<file path="src/rtl/count_evt_pkg.sv">
// Shared event-type encoding and entry-width helper for the count event packetizer.
package count_evt_pkg;

    typedef enum logic [1:0] {
        EVT_NONE   = 2'b00,
        EVT_SAMPLE = 2'b01,
        EVT_WRAP   = 2'b10,
        EVT_BOTH   = 2'b11
    } evt_type_e;

    // Packed entry layout is {type[1:0], seq[SEQ_W-1:0], count[CNT_W-1:0]}.
    function automatic int entry_width(input int cnt_w, input int seq_w);
        return 2 + seq_w + cnt_w;
    endfunction

endpackage

</file>
<file path="src/rtl/count_event_packetizer_sync_fifo.sv">
// Single-clock first-word-fall-through FIFO; head entry is visible while not empty.
module sync_fifo #(
    parameter  int WIDTH = 14,
    parameter  int DEPTH = 4,
    localparam int AW    = $clog2(DEPTH),
    localparam int LW    = AW + 1
) (
    input  logic             clk,
    input  logic             reset_n,
    input  logic             i_push,
    input  logic [WIDTH-1:0] i_wdata,
    input  logic             i_pop,
    output logic [WIDTH-1:0] o_rdata,
    output logic             o_full,
    output logic             o_empty,
    output logic [LW-1:0]    o_level
);

    localparam logic [LW-1:0] FULL_LVL = LW'(DEPTH);

    logic [WIDTH-1:0] r_mem [DEPTH];
    logic [AW-1:0]    r_wr_ptr;
    logic [AW-1:0]    r_rd_ptr;
    logic [LW-1:0]    r_level;
    logic             w_wr_en;
    logic             w_rd_en;

    assign o_full  = (r_level == FULL_LVL);
    assign o_empty = (r_level == '0);
    assign o_level = r_level;

    // A push into a full FIFO is legal only when the head leaves in the same cycle.
    assign w_wr_en = i_push && (!o_full || i_pop);
    assign w_rd_en = i_pop && !o_empty;

    always_ff @(posedge clk) begin
        if (!reset_n) begin
            r_wr_ptr <= '0;
            r_rd_ptr <= '0;
            r_level  <= '0;
        end else begin
            if (w_wr_en) r_wr_ptr <= r_wr_ptr + 1'b1;
            if (w_rd_en) r_rd_ptr <= r_rd_ptr + 1'b1;
            case ({w_wr_en, w_rd_en})
                2'b10:   r_level <= r_level + 1'b1;
                2'b01:   r_level <= r_level - 1'b1;
                default: r_level <= r_level;
            endcase
        end
    end

    // NOTE: storage is deliberately not reset; pointers and level define validity,
    // and the read mux below forces zero while empty so stale contents never leak.
    always_ff @(posedge clk) begin
        if (w_wr_en) r_mem[r_wr_ptr] <= i_wdata;
    end

    assign o_rdata = o_empty ? '0 : r_mem[r_rd_ptr];

endmodule

</file>
<file path="src/rtl/count_event_packetizer.sv">
// Snapshots an observed counter on sample requests or imminent wrap, tags each
// snapshot with type and sequence number, and streams it out through a FIFO.
module count_event_packetizer
    import count_evt_pkg::*;
#(
    parameter  int CNT_W   = 8,
    parameter  int DEPTH   = 4,
    parameter  int SEQ_W   = 4,
    localparam int ENTRY_W = entry_width(CNT_W, SEQ_W),
    localparam int LVL_W   = $clog2(DEPTH) + 1
) (
    input  logic               clk,
    input  logic               reset_n,
    input  logic [CNT_W-1:0]   count_in,
    input  logic               count_en,
    input  logic               sample_req,
    output logic               out_valid,
    input  logic               out_ready,
    output logic [ENTRY_W-1:0] out_data,
    output logic               overflow,
    output logic [7:0]         drop_cnt,
    output logic [LVL_W-1:0]   level
);

    logic [SEQ_W-1:0]   r_seq;
    logic               r_overflow;
    logic [7:0]         r_drop_cnt;

    logic               w_wrap;
    logic               w_evt;
    evt_type_e          w_type;
    logic               w_pop;
    logic               w_push;
    logic               w_drop;
    logic               w_full;
    logic               w_empty;
    logic [ENTRY_W-1:0] w_entry;

    assign w_wrap  = count_en && (count_in == {CNT_W{1'b1}});
    assign w_evt   = w_wrap || sample_req;
    assign w_type  = evt_type_e'({w_wrap, sample_req});
    assign w_entry = {w_type, r_seq, count_in};

    assign w_pop  = out_valid && out_ready;
    assign w_push = w_evt && (!w_full || w_pop);
    assign w_drop = w_evt && w_full && !w_pop;

    sync_fifo #(
        .WIDTH (ENTRY_W),
        .DEPTH (DEPTH)
    ) u_fifo (
        .clk     (clk),
        .reset_n (reset_n),
        .i_push  (w_push),
        .i_wdata (w_entry),
        .i_pop   (w_pop),
        .o_rdata (out_data),
        .o_full  (w_full),
        .o_empty (w_empty),
        .o_level (level)
    );

    assign out_valid = !w_empty;

    // NOTE: sequential state uses non-blocking assignments so every register
    // samples pre-edge values regardless of statement order.
    always_ff @(posedge clk) begin
        if (!reset_n) begin
            r_seq      <= '0;
            r_overflow <= 1'b0;
            r_drop_cnt <= '0;
        end else begin
            if (w_push) r_seq <= r_seq + 1'b1;
            if (w_drop) begin
                r_overflow <= 1'b1;
                if (r_drop_cnt != 8'hFF) r_drop_cnt <= r_drop_cnt + 8'd1;
            end
        end
    end

    assign overflow = r_overflow;
    assign drop_cnt = r_drop_cnt;

endmodule

</file>
<file path="config.mk">
export PLATFORM = sky130hd
export DESIGN_NAME = count_event_packetizer
export DESIGN_NICKNAME = d
export VERILOG_FILES = /design/src/rtl/count_evt_pkg.sv /design/src/rtl/count_event_packetizer_sync_fifo.sv /design/src/rtl/count_event_packetizer.sv
export SDC_FILE = /design/constraint.sdc
export NUM_CORES = 1
export LEC_CHECK = 0
export BUFFER_PORTS_ARGS = -buffer_cell sky130_fd_sc_hd__clkbuf_2
export CAP_MARGIN = 20
export CORE_ASPECT_RATIO = 1.4
export CORE_MARGIN = 5
export CORE_UTILIZATION = 25
export DETAILED_ROUTE_END_ITERATION = 8
export PLACE_DENSITY_LB_ADDON = 0.12
export REMOVE_ABC_BUFFERS = 1
export SLEW_MARGIN = 40
export SYNTH_ARGS = -nofsm -noshare
export SYNTH_HDL_FRONTEND = slang
export SYNTH_SLANG_ARGS = --single-unit
</file>
<file path="constraint.sdc">
create_clock -name clk -period 5.2 [get_ports clk]
set_input_delay 0.78 -clock clk [delete_from_list [all_inputs] [get_ports clk]]
set_output_delay 0.78 -clock clk [all_outputs]
set_load 0.005 [all_outputs]
</file>
==> impl_metrics.csv <==
group,metric,value,unit
run_status,outcome,"completed",
synthesis,synth_mux_area_share,13.06,%
critical_path,reg2regPathDepth,9,
sta,fin_setup_tns,0,ns
power_and_ir_drop,p_leak,1.367,nW
routing,wl_per_cell,15.80,um
power_and_ir_drop,power_density,430.0,nW/um2
critical_path,critical_path.max_fanout,15,
synthesis,yosys_warnings,0,
floorplan,io_pins,40,
critical_path,crit_end,"u_fifo.o_level[2]",
power_and_ir_drop,power_frac_clock,36.4,%
clock_network,cts_root_buffer,"clkbuf_16",
clock_network,post_cts_buffers,0,
power_and_ir_drop,p_sw,0.0004394,W
synthesis,synthSimpleGateAreaFrac,12.98,%
critical_path,cpLargestDelayFamily,"simple AND/OR/NAND/NOR gates",
clock_network,cts_tree,"yes",
synthesis,synth_seq_area_share,65.13,%
sta,post-route-period-util,55.60,%
critical_path,path_buf_inv,3,
floorplan,die-area,15450,um2
synthesis,synth_compound_area_share,2.573,%
synthesis,yosysTopAreaCell,"edfxtp_1",
sta,layout_setup_ws,2.309,ns
clock_network,clk_latency,0.33,ns
sta,max_slew.worst_pin.slew,0.7997,ns
global_routing,grt_pass1_wl,11080,um
run,drv_cap,0,
clock_network,cts_max_path_buffers,2,
placement,portBuffers,39,
critical_path,max_stage_delay,0.49,ns
sta,rsz0062_at_grt,"no",
routing,ant_nets,0,
clock_network,cts_made_buffers,9,
power_and_ir_drop,netSwitchingFraction,26.16,%
critical_path,setup.worst_path.start,"count_in[6]",
routing,drt_wl_total,6668,um
critical_path,crit_top_cell,"inv_1",
critical_path,worstSetupStartpointType,"primary input",
clock_network,cts_resized,0,
global_routing,antenna_found_initial,0,
floorplan,die-width,106.5,um
clock_network,cts_hold_buf,0,
cells_and_area,layout.nets,285,
worst_hold_path,hold_start,"overflow",
synthesis,yosysTopAreaCellShare,51.61,%
routing,via_per_inst,4.405,
clock_network,clock_sinks,78,
global_routing,track_usage,9.355,%
global_routing,grt_pass1_vias,2066,
power_and_ir_drop,p_seq_share,45.7,%
synthesis,synthAdderAreaFrac,3.303,%
routing,vias,1859,
critical_path,crit_arrival,3.15,ns
cells_and_area,nFillCells,1309,
cells_and_area,finish.utilization,30.49,%
worst_hold_path,hp-class,"reg2reg",
synthesis,synth_area,3258,um2
synthesis,syn_area_per_cell,14.68,um2
floorplan,fp-row-count,49,
sta,setup_viol,0,
synthesis,synth-seq-cells,78,
critical_path,cp.required,5.45,ns
critical_path,timing.rr.end,"u_fifo.o_level[2]",
synthesis,synth_xor_area_share,1.075,%
power_and_ir_drop,pwr-share-comb,17.9,%
sta,timing.final.hold_violations,0,
placement,dp_worst_setup_slack,1.902,ns
placement,place.gp.congestion,0.6944,
synthesis,yosysUniqueCellTypes,32,
sta,slew_headroom,46.69,%
floorplan,start_util,25.43,%
critical_path,slowest_stage,"o31a_1",
critical_path,worstReg2RegStart,"u_fifo.o_level[0]",
critical_path,r2r_slack,2.59,ns
sta,slew_violations,0,
sta,fmax,345.9,MHz
critical_path,cp_num_cells,11,
routing,first_iter_violations,52,
critical_path,crit_type,"in2reg",
floorplan,die_h,145.1,um
critical_path,path_cells,"clkbuf_2, nand4_1, o31a_1, nor2_1, inv_1, ha_1, inv_1, fa_1, xor2_1, or3_1, a21oi_1",
placement,dp_hpwl,4434,um
cells_and_area,multi_input_area,1075,um2
clock_network,cts.reportedPaths.clkPinSlew,0.06,ns
floorplan,core-area,12810,um2
cells_and_area,register_area,2123,um2
cells_and_area,antennaDiodeCount,0,
clock_network,htreeDepth,3,
power_and_ir_drop,p_int,0.001240,W
critical_path,endpoint_kind,"register",
routing,drt_first_pass_iters,4,
routing,drc,0,
sta,skew,0.003154,ns
sta,post-route-min-period,2.891,ns
global_routing,grt_start_max_net_pins,25,
cells_and_area,drive_gt1_share,26.39,%
global_routing,grt_overflow,0,
synthesis,synth.area.top_cells,"edfxtp_1 52%, dfxtp_1 14%, mux4_2 9.7%",
cells_and_area,syn_to_final_growth,19.89,%
synthesis,synthCells,222,
synthesis,synth_top_family_by_area,"multiplexers",
power_and_ir_drop,vdd_ir_drop_max,0.1250,mV
-- kinds of logic (layout without fill, tap and decap cells) --
kind of cell | after synthesis | count (layout)
compound gates | 13 | 13
xor+xnor | 4 | 4
fa+ha+maj | 8 | 8
buf+inv | 16 | 63
flops | 78 | 78
mux | 25 | 25
simple gates | 78 | 78
-- final cells by class --
| class | count | share of cell area (%) |
|---|---|---|
| well taps | 153 | 4.901 |
| flip-flops and latches | 78 | 54.36 |
| clock buffers | 10 | 5.862 |
| inverters | 8 | 0.7687 |
| clock inverters | 6 | 1.602 |
| repair buffers | 39 | 4.997 |
| multi-input cells | 128 | 27.51 |
-- metrics by stage --
stage,cell area (um2),std cells,hold slack (ns),power [W]
after global routing,3906,422,0.5127,0.001788
after floorplan,3227,214,0.4642,0.0009522
after global placement,3613,406,0.4546,0.001099
after detailed placement,3615,406,0.4581,0.001100
final,3906,422,0.4722,0.001680
after CTS,3906,422,0.4797,0.001717
-- cells in the final DEF, fill, tap and decap left out, drive strengths merged, types with 2 or more instances in the layout --
cell type / count
inv: 7
nor2: 11
nand3: 5
dfxtp: 22
and2: 19
mux4: 14
nand2b: 8
clkbuf: 49
nand2: 19
nor3: 4
edfxtp: 56
clkinv: 4
o21ai: 3
o31ai: 2
nand4: 2
nor3b: 2
mux2i: 11
a21oi: 5
or3: 4
clkinvlp: 2
xor2: 3
or4: 2
ha: 7
-- Yosys cell counts --
| master | n |
|---|---|
| a211o_1 | 1 |
| a21oi_1 | 5 |
| and2_1 | 19 |
| buf_1 | 1 |
| buf_2 | 1 |
| clkbuf_1 | 6 |
| clkinv_1 | 1 |
| dfxtp_1 | 22 |
| edfxtp_1 | 56 |
| fa_1 | 1 |
| ha_1 | 7 |
| inv_1 | 7 |
| mux2i_1 | 11 |
| mux4_2 | 14 |
| nand2_1 | 19 |
| nand2b_1 | 8 |
| nand3_1 | 5 |
| nand4_1 | 2 |
| nor2_1 | 11 |
| nor3_1 | 4 |
| nor3b_1 | 2 |
| nor4b_2 | 1 |
| o21a_1 | 1 |
| o21ai_0 | 2 |
| o21ai_2 | 1 |
| o31a_1 | 1 |
| o31ai_1 | 2 |
| or3_1 | 4 |
| or4_1 | 2 |
| or4b_4 | 1 |
| xnor2_1 | 1 |
| xor2_1 | 3 |
-- sequential cells by signal (all words and copies together), names as in the netlist, named ones only --
name / count
r_seq: 4
u_fifo.r_mem: 56
u_fifo.r_rd_ptr: 2
overflow: 1
u_fifo.r_wr_ptr: 2
drop_cnt: 8
u_fifo.o_level: 3
-- layer usage --
layer | routed length (um) | global-route usage (%) | up-vias
met5 | 0 | 0 | -
met4 | 93 | 3.263 | 0
met3 | 317 | 2.978 | 7
met2 | 3545 | 16.34 | 39
met1 | 2711 | 10.70 | 908
li1 | - | - | 905
-- power groups by stage --
stage          registers, W  logic (W)  clock network [W]
6_report           0.000768   0.000300           0.000611
5_1_grt            0.000780   0.000345           0.000663
4_1_cts            0.000772   0.000316           0.000628
3_5_place_dp       0.000786   0.000315                  0
3_3_place_gp       0.000784   0.000315                  0
2_1_floorplan      0.000766   0.000187                  0
-- worst min-delay path by stage --
stage / end / cells after the start
floorplan: overflow / 1
global placement: overflow / 1
detailed placement: overflow / 1
CTS: overflow / 1
global route: overflow / 1
finish: overflow / 1
No activity file was read; power rests on OpenSTA's default activity.
